## config.mk

```make
export PLATFORM = sky130hd
export DESIGN_NAME = systolic_ctrl
export DESIGN_NICKNAME = d
export VERILOG_FILES = /design/src/rtl/systolic_pkg.sv /design/src/rtl/systolic_ctrl.sv
export SDC_FILE = /design/constraint.sdc
export NUM_CORES = 1
export LEC_CHECK = 0
export ABC_AREA = 0
export BUFFER_PORTS_ARGS = -buffer_cell sky130_fd_sc_hd__buf_2
export CAP_MARGIN = 20
export CORE_MARGIN = 8
export CORE_UTILIZATION = 45
export CTS_CLUSTER_DIAMETER = 60
export CTS_CLUSTER_SIZE = 28
export DETAILED_ROUTE_END_ITERATION = 10
export SYNTH_ARGS = -nofsm -noshare
export SYNTH_HDL_FRONTEND = slang
export SYNTH_SLANG_ARGS = --single-unit
```

## constraint.sdc

```tcl
create_clock -name clk -period 2.28 [get_ports clk]
set_input_delay 0.456 -clock clk [delete_from_list [all_inputs] [get_ports clk]]
set_output_delay 0.456 -clock clk [all_outputs]
set_load 0.01 [all_outputs]
```

## src/rtl/systolic_pkg.sv

```systemverilog
// Shared definitions for the systolic array controller: FSM state encoding
// and the layer-geometry constants (K, COMPUTE_LEN, NUM_TILES). The constants
// are provided both as helper functions of the module parameters and as
// localparams evaluated at the default geometry (16x16 array, 64x64 IFM,
// 3x3 kernel).
package systolic_pkg;

    typedef enum logic [2:0] {
        IDLE    = 3'd0,
        LOAD    = 3'd1,
        COMPUTE = 3'd2,
        DRAIN   = 3'd3,
        FINISH  = 3'd4
    } state_t;

    // Number of weight/IFM beats per channel: one per kernel tap.
    function automatic int calc_k(input int weight_size);
        return weight_size * weight_size;
    endfunction

    // MAC cycles per channel: the K taps plus the skew fill/flush of the
    // array along both dimensions.
    function automatic int calc_compute_len(input int weight_size, input int systolic_size);
        return weight_size * weight_size + 2 * systolic_size - 2;
    endfunction

    // Output pixels of a valid convolution, grouped SYSTOLIC_SIZE per tile
    // and rounded up so a partial last tile is still processed.
    function automatic int calc_num_tiles(input int ifm_size, input int weight_size,
                                          input int systolic_size);
        int out_dim;
        out_dim = ifm_size - weight_size + 1;
        return (out_dim * out_dim + systolic_size - 1) / systolic_size;
    endfunction

    localparam int K           = calc_k(3);
    localparam int COMPUTE_LEN = calc_compute_len(3, 16);
    localparam int NUM_TILES   = calc_num_tiles(64, 3, 16);

endpackage

```

## src/rtl/systolic_ctrl.sv

```systemverilog
// Layer sequencer for a SYSTOLIC_SIZE x SYSTOLIC_SIZE PE array.
// For every output tile it loads K beats per input channel into the skew
// buffers, runs the MAC phase, repeats for all channels, then shifts the
// PE column results out. A one-cycle done pulse closes the layer.
// Optional feature: define SYSTOLIC_CTRL_PERF_EN to add the 32-bit
// stall_cnt output (LOAD cycles spent waiting on data_valid).
module systolic_ctrl
    import systolic_pkg::*;
#(
    parameter int SYSTOLIC_SIZE = 16,
    parameter int IFM_SIZE      = 64,
    parameter int IFM_CHANNEL   = 3,
    parameter int WEIGHT_SIZE   = 3,
    localparam int ADDR_W = (WEIGHT_SIZE * WEIGHT_SIZE > 1) ?
                            $clog2(WEIGHT_SIZE * WEIGHT_SIZE) : 1
) (
    input  logic              clk,
    input  logic              rst_n,
    input  logic              start,
    input  logic              data_valid,
    output logic              ifm_read_en,
    output logic              weight_read_en,
    output logic              buf_wr_en,
    output logic [ADDR_W-1:0] buf_wr_addr,
    output logic              pe_en,
    output logic              pe_clr,
    output logic              out_valid,
    output logic              busy,
    output logic              done
`ifdef SYSTOLIC_CTRL_PERF_EN
    ,
    output logic [31:0]       stall_cnt
`endif
);

    localparam int BEATS = calc_k(WEIGHT_SIZE);
    localparam int CLEN  = calc_compute_len(WEIGHT_SIZE, SYSTOLIC_SIZE);
    localparam int TILES = calc_num_tiles(IFM_SIZE, WEIGHT_SIZE, SYSTOLIC_SIZE);

    // One shared cycle counter times both COMPUTE and DRAIN.
    localparam int CYC_MAX  = (CLEN > SYSTOLIC_SIZE) ? CLEN : SYSTOLIC_SIZE;
    localparam int CYC_W    = $clog2(CYC_MAX + 1);
    localparam int CH_W     = $clog2(IFM_CHANNEL + 1);
    localparam int TILE_W   = $clog2(TILES + 1);

    localparam logic [ADDR_W-1:0] LAST_BEAT    = ADDR_W'(BEATS - 1);
    localparam logic [CYC_W-1:0]  LAST_COMPUTE = CYC_W'(CLEN - 1);
    localparam logic [CYC_W-1:0]  LAST_DRAIN   = CYC_W'(SYSTOLIC_SIZE - 1);
    localparam logic [CH_W-1:0]   LAST_CH      = CH_W'(IFM_CHANNEL - 1);
    localparam logic [TILE_W-1:0] LAST_TILE    = TILE_W'(TILES - 1);

    state_t              state_reg, state_next;
    logic [ADDR_W-1:0]   beat_cnt_reg, beat_cnt_next;
    logic [CYC_W-1:0]    cyc_cnt_reg, cyc_cnt_next;
    logic [CH_W-1:0]     ch_cnt_reg, ch_cnt_next;
    logic [TILE_W-1:0]   tile_cnt_reg, tile_cnt_next;
    logic                clr_next;

    logic                read_en_reg;
    logic                pe_en_reg;
    logic                pe_clr_reg;
    logic                out_valid_reg;
    logic                busy_reg;
    logic                done_reg;
    logic                beat_accept;

    // read_en_reg is high exactly while in LOAD, so a beat is taken whenever
    // the source also has data; the write is combinational with that handshake.
    assign beat_accept = read_en_reg & data_valid;

    // Next-state and counter update logic.
    always_comb begin
        state_next    = state_reg;
        beat_cnt_next = beat_cnt_reg;
        cyc_cnt_next  = cyc_cnt_reg;
        ch_cnt_next   = ch_cnt_reg;
        tile_cnt_next = tile_cnt_reg;
        clr_next      = 1'b0;

        case (state_reg)
            IDLE: begin
                if (start) begin
                    state_next    = LOAD;
                    clr_next      = 1'b1;
                    beat_cnt_next = '0;
                    cyc_cnt_next  = '0;
                    ch_cnt_next   = '0;
                    tile_cnt_next = '0;
                end
            end

            LOAD: begin
                if (beat_accept) begin
                    if (beat_cnt_reg == LAST_BEAT) begin
                        beat_cnt_next = '0;
                        cyc_cnt_next  = '0;
                        state_next    = COMPUTE;
                    end else begin
                        beat_cnt_next = beat_cnt_reg + 1'b1;
                    end
                end
            end

            COMPUTE: begin
                if (cyc_cnt_reg == LAST_COMPUTE) begin
                    cyc_cnt_next = '0;
                    if (ch_cnt_reg == LAST_CH) begin
                        ch_cnt_next = '0;
                        state_next  = DRAIN;
                    end else begin
                        ch_cnt_next = ch_cnt_reg + 1'b1;
                        state_next  = LOAD;
                    end
                end else begin
                    cyc_cnt_next = cyc_cnt_reg + 1'b1;
                end
            end

            DRAIN: begin
                if (cyc_cnt_reg == LAST_DRAIN) begin
                    cyc_cnt_next = '0;
                    if (tile_cnt_reg == LAST_TILE) begin
                        tile_cnt_next = '0;
                        state_next    = FINISH;
                    end else begin
                        // Next tile starts from empty accumulators.
                        tile_cnt_next = tile_cnt_reg + 1'b1;
                        clr_next      = 1'b1;
                        state_next    = LOAD;
                    end
                end else begin
                    cyc_cnt_next = cyc_cnt_reg + 1'b1;
                end
            end

            FINISH: begin
                state_next = IDLE;
            end

            default: begin
                state_next = IDLE;
            end
        endcase
    end

    // State and counter registers.
    always_ff @(posedge clk or negedge rst_n) begin
        if (!rst_n) begin
            state_reg    <= IDLE;
            beat_cnt_reg <= '0;
            cyc_cnt_reg  <= '0;
            ch_cnt_reg   <= '0;
            tile_cnt_reg <= '0;
        end else begin
            state_reg    <= state_next;
            beat_cnt_reg <= beat_cnt_next;
            cyc_cnt_reg  <= cyc_cnt_next;
            ch_cnt_reg   <= ch_cnt_next;
            tile_cnt_reg <= tile_cnt_next;
        end
    end

    // Output registers decoded from the next state, so each strobe is aligned
    // with the state it belongs to and the strobes are exclusive by construction.
    always_ff @(posedge clk or negedge rst_n) begin
        if (!rst_n) begin
            read_en_reg   <= 1'b0;
            pe_en_reg     <= 1'b0;
            pe_clr_reg    <= 1'b0;
            out_valid_reg <= 1'b0;
            busy_reg      <= 1'b0;
            done_reg      <= 1'b0;
        end else begin
            read_en_reg   <= (state_next == LOAD);
            pe_en_reg     <= (state_next == COMPUTE);
            pe_clr_reg    <= clr_next;
            out_valid_reg <= (state_next == DRAIN);
            busy_reg      <= (state_next != IDLE);
            done_reg      <= (state_next == FINISH);
        end
    end

    assign ifm_read_en    = read_en_reg;
    assign weight_read_en = read_en_reg;
    assign buf_wr_en      = beat_accept;
    assign buf_wr_addr    = beat_cnt_reg;
    assign pe_en          = pe_en_reg;
    assign pe_clr         = pe_clr_reg;
    assign out_valid      = out_valid_reg;
    assign busy           = busy_reg;
    assign done           = done_reg;

`ifdef SYSTOLIC_CTRL_PERF_EN
    logic [31:0] stall_cnt_reg;

    // Saturating count of LOAD cycles starved by the source; restarts per layer.
    always_ff @(posedge clk or negedge rst_n) begin
        if (!rst_n) begin
            stall_cnt_reg <= '0;
        end else if (state_reg == IDLE && start) begin
            stall_cnt_reg <= '0;
        end else if (read_en_reg && !data_valid && (stall_cnt_reg != 32'hFFFF_FFFF)) begin
            stall_cnt_reg <= stall_cnt_reg + 32'd1;
        end
    end

    assign stall_cnt = stall_cnt_reg;
`endif

endmodule

```

==> impl_metrics.toml, run 1 <==
[timing]
maxSlewViolCount = 0
fmax_mhz = 515
period_minus_slack_ns = 1.94
grt_setup_unrepaired = "no"
finalHoldViolations = 0
worst_slew_margin_rel_pct = 56.4
setup_tns_ns = 0
setup_viol_count_final = 0
timing_worst_slew_pin_value_ns = 0.654
period_share_pct = 85.2
fin_worst_skew_ns = 0.00262

[critical_path]
critical_path_arrival_ns = 2.14
crit_fanout = 9
reg2reg_setup_slack_ns = 0.34
critical_path_required_ns = 2.48
start_kind = "register"
path_class = "register to register"
crit_path_end_kind = "register"

[cts]
cts-root-to-sink-buffers = 2
tritoncts = "yes"
cts_post_setup_buffers_inserted = 0
cts_h_tree_lvls = 2
cts.clk_slew.worst_paths_ns = 0.06
count_of_hold_buffers_inserted_by_post_cts_repair = 0
cts_resized = 0
cts_sinks = 29
cts_inserted_buffers = 5
clock_latency_ns = 0.27
cts_root_buf = "sky130_fd_sc_hd__clkbuf_8"

[global_routing]
globalRouteMet1Util_pct = 14.6
grt_util_met3_pct = 4.78
first_global_vias = 1296
global_route.usage.total_pct = 12.1
grtUsageMet2_pct = 19.0
overflow = 0
grt_max_degree = 30
grt_first_pass_wirelength_mm = 5.93
grt_antenna_before_repair = 0
grt-busiest-layer = "met2"

[pwr]
clock_power_share_pct = 22.3
power.density_nw_per_um2 = 1280
pwr-share-comb_pct = 37.6
power_leakage_nw = 0.863
internal_power_mw = 1.45
p_switching_mw = 0.977
power.switching_fraction_pct = 40.2
peak_vdd_ir_mv = 0.662
totalPowerFinal_mw = 2.43
seq_power_share_pct = 40.1

[logic_synthesis]
yosys_warnings = 0
synth_area_um2 = 1680
post_synth.cell_area_avg_um2 = 9.86
ys_types = 46
ys_seq_elements = 29
syn_inst = 170
edff_count_synth = 0
postSynth.topFlopCell = "sky130_fd_sc_hd__dfrtp_1"
async_reset_ff_share_pct = 100
yosysSeqAreaShare_pct = 43.3
synth.net_count = 180

[route]
drt_pass1_iterations = 4
drt-total-wl_mm = 3.44
via_count = 1320
detail_route.wl_per_cell_um = 14.6
post-route-drc-count = 0
drtIter0Drc = 65
postRouteAntennaNets = 0
vias_per_cell = 5.62

[finish]
layout.filler_cells = 342
final_layout_size_suffix_gt1_share_pct = 19.8
n_antenna_cell = 0
largest_register_ffs = 8
synthToLayoutAreaGrowth_pct = 12.8
post_layout_nets = 196

[floorplanning]
die_footprint_um2 = 5930
row_count = 22
top_level_ports = 16
die_height_um = 77.0
initial_utilization_pct = 46.1
core_area_um2 = 3630
die_x_um = 77.0

[place]
portBuffers = 15
globalplace.congestion = 0.802
dp_hpwl_mm = 2.48

[hold_path]
min-delay-path-class = "input pin to asynchronous set/reset pin"

[status]
outcome = "finished clean"

[job]
max-cap-violations = 0
==> per-stage QoR <==
step / instances / utilization (%) / worst slack, ns / instance area [um^2] / hold slack, ns
3_3_place_gp: 227 / 48.8 / 0.393 / 1770 / 0.467
6_report: 235 / 52.0 / 0.338 / 1890 / 0.208
5_1_grt: 235 / 52.0 / 0.159 / 1890 / 0.258
3_5_place_dp: 227 / 48.8 / 0.370 / 1770 / 0.464
4_1_cts: 235 / 52.0 / 0.352 / 1890 / 0.231
2_1_floorplan: 170 / - / 0.591 / 1680 / 0.160
==> power by group through the flow <==
stage	Sequential (mW)	Combinational, mW	Clock (mW)
after floorplan	0.919	0.754	0
after global placement	0.966	0.902	0
after detailed placement	0.975	0.918	0
after CTS	0.969	0.921	0.551
after global routing	1.02	1.02	0.580
final	0.973	0.912	0.542
==> worst paths after layout <==
check / from / end / cells past startpoint
worst max-delay path: cyc_cnt_reg[0]$_DFFE_PN0P_ / cyc_cnt_reg[2]$_DFFE_PN0P_ / 6
worst min-delay path: rst_n / tile_cnt_reg[4]$_DFFE_PN0P_ / 1
worst max register to register: cyc_cnt_reg[0]$_DFFE_PN0P_ / cyc_cnt_reg[2]$_DFFE_PN0P_ / 6
worst min register to register: tile_cnt_reg[6]$_DFFE_PN0P_ / tile_cnt_reg[6]$_DFFE_PN0P_ / 1
max in group asynchronous: rst_n / state_reg[2]$_DFF_PN0_ / 1
min in group clk: tile_cnt_reg[6]$_DFFE_PN0P_ / tile_cnt_reg[6]$_DFFE_PN0P_ / 1
==> worst max-delay path, stage by stage, from the launching register on <==
cell and delay (ns):
sky130_fd_sc_hd__dfrtp_1 0.40, sky130_fd_sc_hd__ha_1 0.29, sky130_fd_sc_hd__nand4b_4 0.22, sky130_fd_sc_hd__nor3_2 0.19, sky130_fd_sc_hd__nand2b_1 0.38, sky130_fd_sc_hd__a31oi_4 0.19
sky130_fd_sc_hd__a31oi_1 0.19
==> cell type report <==
type                    instances  area [um^2]  area share, %
multi-input cells             117          842           44.5
well taps                      48         60.1           3.18
clock inverters                 1         30.0           1.59
flip-flops and latches         29          726           38.4
clock buffers                   7         86.3           4.57
repair buffers                 16         82.6           4.37
inverters                      17         63.8           3.38
==> cell families after synthesis <==
family,after synthesis,synth area share (%)
simple gates,61,24.8
buf+inv,24,6.42
fa+ha+maj,6,4.48
compound gates,48,19.8
flops,29,43.3
mux,2,1.19
==> cells in the final DEF, fill, tap and decap left out, types with 2 or more instances in the layout <==
cell / netlist / routed
sky130_fd_sc_hd__a31oi_1: 6 / 6
sky130_fd_sc_hd__buf_2: 2 / 15
sky130_fd_sc_hd__nor3_2: 2 / 2
sky130_fd_sc_hd__o21ai_0: 12 / 12
sky130_fd_sc_hd__nand4_1: 3 / 3
sky130_fd_sc_hd__o31ai_1: 4 / 4
sky130_fd_sc_hd__nor4_1: 3 / 3
sky130_fd_sc_hd__mux2i_1: 2 / 2
sky130_fd_sc_hd__and3_1: 2 / 2
sky130_fd_sc_hd__nand2_1: 11 / 11
sky130_fd_sc_hd__a21oi_1: 4 / 4
sky130_fd_sc_hd__nor3_1: 4 / 4
sky130_fd_sc_hd__nand2b_1: 4 / 4
sky130_fd_sc_hd__ha_1: 6 / 6
sky130_fd_sc_hd__nand3_1: 5 / 5
sky130_fd_sc_hd__clkbuf_8: 0 / 6
sky130_fd_sc_hd__nor2_1: 12 / 12
sky130_fd_sc_hd__o22ai_1: 3 / 3
sky130_fd_sc_hd__dfrtp_1: 29 / 29
sky130_fd_sc_hd__o21ai_1: 8 / 8
sky130_fd_sc_hd__inv_1: 17 / 17
sky130_fd_sc_hd__a22o_1: 3 / 3
==> synthesized netlist by cell type (2+ instances only) <==
master	instances	area, um^2
sky130_fd_sc_hd__a31oi_1	6	37.5
sky130_fd_sc_hd__inv_1	17	63.8
sky130_fd_sc_hd__a21oi_1	4	20.0
sky130_fd_sc_hd__nor2_1	12	45.0
sky130_fd_sc_hd__nand2b_1	4	25.0
sky130_fd_sc_hd__o21ai_1	8	40.0
sky130_fd_sc_hd__o21ai_0	12	60.1
sky130_fd_sc_hd__nand3_1	5	25.0
sky130_fd_sc_hd__a22o_1	3	26.3
sky130_fd_sc_hd__nor3_2	2	20.0
sky130_fd_sc_hd__and3_1	2	12.5
sky130_fd_sc_hd__dfrtp_1	29	726
sky130_fd_sc_hd__nor3_1	4	20.0
sky130_fd_sc_hd__buf_4	4	30.0
sky130_fd_sc_hd__o31ai_1	4	30.0
sky130_fd_sc_hd__mux2i_1	2	20.0
sky130_fd_sc_hd__nand4_1	3	18.8
sky130_fd_sc_hd__ha_1	6	75.1
sky130_fd_sc_hd__nand2_1	11	41.3
sky130_fd_sc_hd__buf_2	2	10.0
sky130_fd_sc_hd__nor4_1	3	18.8
sky130_fd_sc_hd__o22ai_1	3	18.8
==> per-layer routing <==
metal	wire length (um)	vias to the layer above
met1	1700	634
li1	-	651
met2	1520	29
met4	40	0
met3	175	6
met5	0	-
(Power assumes the default switching activity.)
==> run 2: changes to the inputs <==
Settings changed: ABC_AREA 0 to 1.
==> run 2 against run 1 <==
  * Fmax is 20% higher
  * Clock power down 22%
  * First-iteration DRC count rose by 18%
==> impl_metrics.toml, run 2 <==
[status]
outcome = "finished clean"

[cts]
tritoncts = "yes"
cts_post_setup_buffers_inserted = 0
cts_inserted_buffers = 5
count_of_hold_buffers_inserted_by_post_cts_repair = 0
clock_latency_ns = 0.28
cts_root_buf = "sky130_fd_sc_hd__clkbuf_8"
cts_sinks = 29
cts_resized = 0
cts_h_tree_lvls = 2
cts-root-to-sink-buffers = 2
cts.clk_slew.worst_paths_ns = 0.06

[finish]
multi_input_combinational_cell_area_um2 = 833
mostFrequentLayoutCell = "sky130_fd_sc_hd__nand2_1"
synthToLayoutAreaGrowth_pct = 11.4
largest_register_ffs = 8
n_antenna_cell = 0
most-common-layout-cells = "sky130_fd_sc_hd__nand2_1 (66), sky130_fd_sc_hd__inv_1 (33), sky130_fd_sc_hd__nand3_1 (33), sky130_fd_sc_hd__nor2_1 (32), sky130_fd_sc_hd__dfrtp_1 (29)"
final_layout_size_suffix_gt1_share_pct = 12.8
layout.filler_cells = 356
layout.area.seq_um2 = 726
post_layout_nets = 267

[pwr]
p_switching_mw = 0.808
peak_vdd_ir_mv = 0.295
power_leakage_nw = 1.02
power.switching_fraction_pct = 41.4
power.density_nw_per_um2 = 1020
seq_power_share_pct = 40.2
pwr-share-comb_pct = 38.2
clock_power_share_pct = 21.6
internal_power_mw = 1.14

[critical_path]
start_kind = "register"
crit_path_end_kind = "register"
critical_path.max_stage_delay_ns = 0.44
critical_path.cell_chain = "inv_1 -> nand2_2 -> nor2_4 -> inv_1 -> nor2_1 -> nor2_1 -> nand2_1 -> nor2_1"
critical-path-slowest-cell = "sky130_fd_sc_hd__dfrtp_1"
critical_path_required_ns = 2.44
timing.critical_path.mode_cell = "sky130_fd_sc_hd__nor2_1"
critical_path_arrival_ns = 1.78
path_class = "register to register"
crit_fanout = 13

[global_routing]
grt_max_degree = 30
overflow = 0
first_global_vias = 1377
grt_first_pass_wirelength_mm = 6.24
global_route.usage.total_pct = 12.7
grt_antenna_before_repair = 0

[floorplanning]
die_footprint_um2 = 6040
row_count = 22
top_level_ports = 16
die_height_um = 77.7
core_area_um2 = 3660
initial_utilization_pct = 46.8
die_x_um = 77.7

[logic_synthesis]
async_reset_ff_share_pct = 100
yosys-top-cells-count = "sky130_fd_sc_hd__nand2_1 (66), sky130_fd_sc_hd__inv_1 (33), sky130_fd_sc_hd__nand3_1 (33)"
ys_types = 20
ys_seq_elements = 29
synth.top_cells.by_area = "sky130_fd_sc_hd__dfrtp_1 (42%), sky130_fd_sc_hd__nand2_1 (14%), sky130_fd_sc_hd__nand3_1 (9.6%)"
synth_area_um2 = 1710
post_synth.cell_area_avg_um2 = 7.20
syn_inst = 238
post-synth-top-area-cell = "sky130_fd_sc_hd__dfrtp_1"
synth.net_count = 248
edff_count_synth = 0
yosysTopAreaCellShare_pct = 42.4
yosys_warnings = 0
yosysSeqAreaShare_pct = 42.4
yosys.cell_count.top_type = "sky130_fd_sc_hd__nand2_1"
postSynth.topFlopCell = "sky130_fd_sc_hd__dfrtp_1"

[place]
portBuffers = 15
dp_hpwl_mm = 2.57
globalplace.congestion = 0.784

[timing]
grt_setup_unrepaired = "no"
fin_worst_skew_ns = 0.00686
worst_slew_margin_rel_pct = 56.7
finalHoldViolations = 0
fmax_mhz = 617
setup_viol_count_final = 0
period_minus_slack_ns = 1.62
setup_tns_ns = 0
hold_ws_ns = 0.204
maxSlewViolCount = 0
period_share_pct = 71.1
timing_worst_slew_pin_value_ns = 0.649

[route]
post-route-drc-count = 0
detail_route.wl_per_cell_um = 11.4
drtIter0Drc = 77
via_count = 1487
postRouteAntennaNets = 0
vias_per_cell = 4.88
drt-total-wl_mm = 3.47
drt_pass1_iterations = 4

[job]
max-cap-violations = 0

[hold_path]
min-delay-path-class = "input pin to asynchronous set/reset pin"
-- run 2: cell types whose count changed after synthesis, moves of 7 or more --
cell	delta
sky130_fd_sc_hd__nand2_2	+7
sky130_fd_sc_hd__nand3_1	+28
sky130_fd_sc_hd__o21ai_1	-7
sky130_fd_sc_hd__inv_1	+16
sky130_fd_sc_hd__nand2_1	+55
sky130_fd_sc_hd__nor2_1	+20
-- run 2: final cells by class --
class / instances / share of cell area (%)
clock buffers: 7 / 4.52
inverters: 34 / 6.69
multi-input cells: 172 / 43.7
flip-flops and latches: 29 / 38.0
well taps: 48 / 3.15
repair buffers: 15 / 3.93
-- run 2: final timing paths --
path,start,endpoint,slack (ns),depth (start not counted)
max in group asynchronous,rst_n,ch_cnt_reg[0]$_DFFE_PN0P_,1.65,1
max reg2reg,state_reg[2]$_DFF_PN0_,pe_en$_DFF_PN0_,0.66,8
min in group clk,start,busy$_DFF_PN0_,0.51,3
min reg2reg,ch_cnt_reg[1]$_DFFE_PN0P_,ch_cnt_reg[1]$_DFFE_PN0P_,0.51,2
min,rst_n,tile_cnt_reg[4]$_DFFE_PN0P_,0.20,1
max,state_reg[2]$_DFF_PN0_,pe_en$_DFF_PN0_,0.66,8
-- run 2: cell families after synthesis --
| logic type | Yosys count | share of synthesized area, % |
|---|---|---|
| and+or+nand+nor | 149 | 38.7 |
| buffers and inverters | 37 | 8.98 |
| DFF | 29 | 42.4 |
| AOI/OAI and AO/OA | 16 | 5.04 |
| adders and majority gates | 6 | 4.38 |
| xor gates and xnor gates | 1 | 0.511 |
-- run 2: metal layers --
layer | track usage, % | vias to the layer above | part of all wire [%]
met5 | 0 | - | 0
met4 | 4.72 | 0 | 1.3
met3 | 5.30 | 6 | 6.8
met2 | 17.6 | 32 | 43
met1 | 16.9 | 666 | 49
li1 | - | 783 | -
-- run 2: worst max-delay path: cells and delay by family, from the launching register on --
| family | cells | cell delay (ns) |
|---|---|---|
| simple gates | 6 | 0.90 |
| flops | 1 | 0.44 |
| buf+inv | 2 | 0.16 |
-- run 2: per-stage QoR --
stage / instance area, um^2 / worst slack, ns / cells / utilization [%] / power [mW]
2_1_floorplan: 1710 / 0.905 / 238 / - / 1.35
3_3_place_gp: 1820 / 0.635 / 298 / 49.8 / 1.55
3_5_place_dp: 1820 / 0.647 / 298 / 49.8 / 1.55
4_1_cts: 1910 / 0.640 / 305 / 52.1 / 1.98
5_1_grt: 1910 / 0.455 / 305 / 52.1 / 2.14
6_report: 1910 / 0.658 / 305 / 52.1 / 1.95
-- run 2: power groups by stage --
stage          Combinational, mW  Sequential, mW  Clock, mW
2_1_floorplan              0.551           0.797          0
3_3_place_gp               0.761           0.790          0
3_5_place_dp               0.759           0.788          0
4_1_cts                    0.761           0.782      0.433
5_1_grt                    0.875           0.806      0.462
6_report                   0.746           0.784      0.422
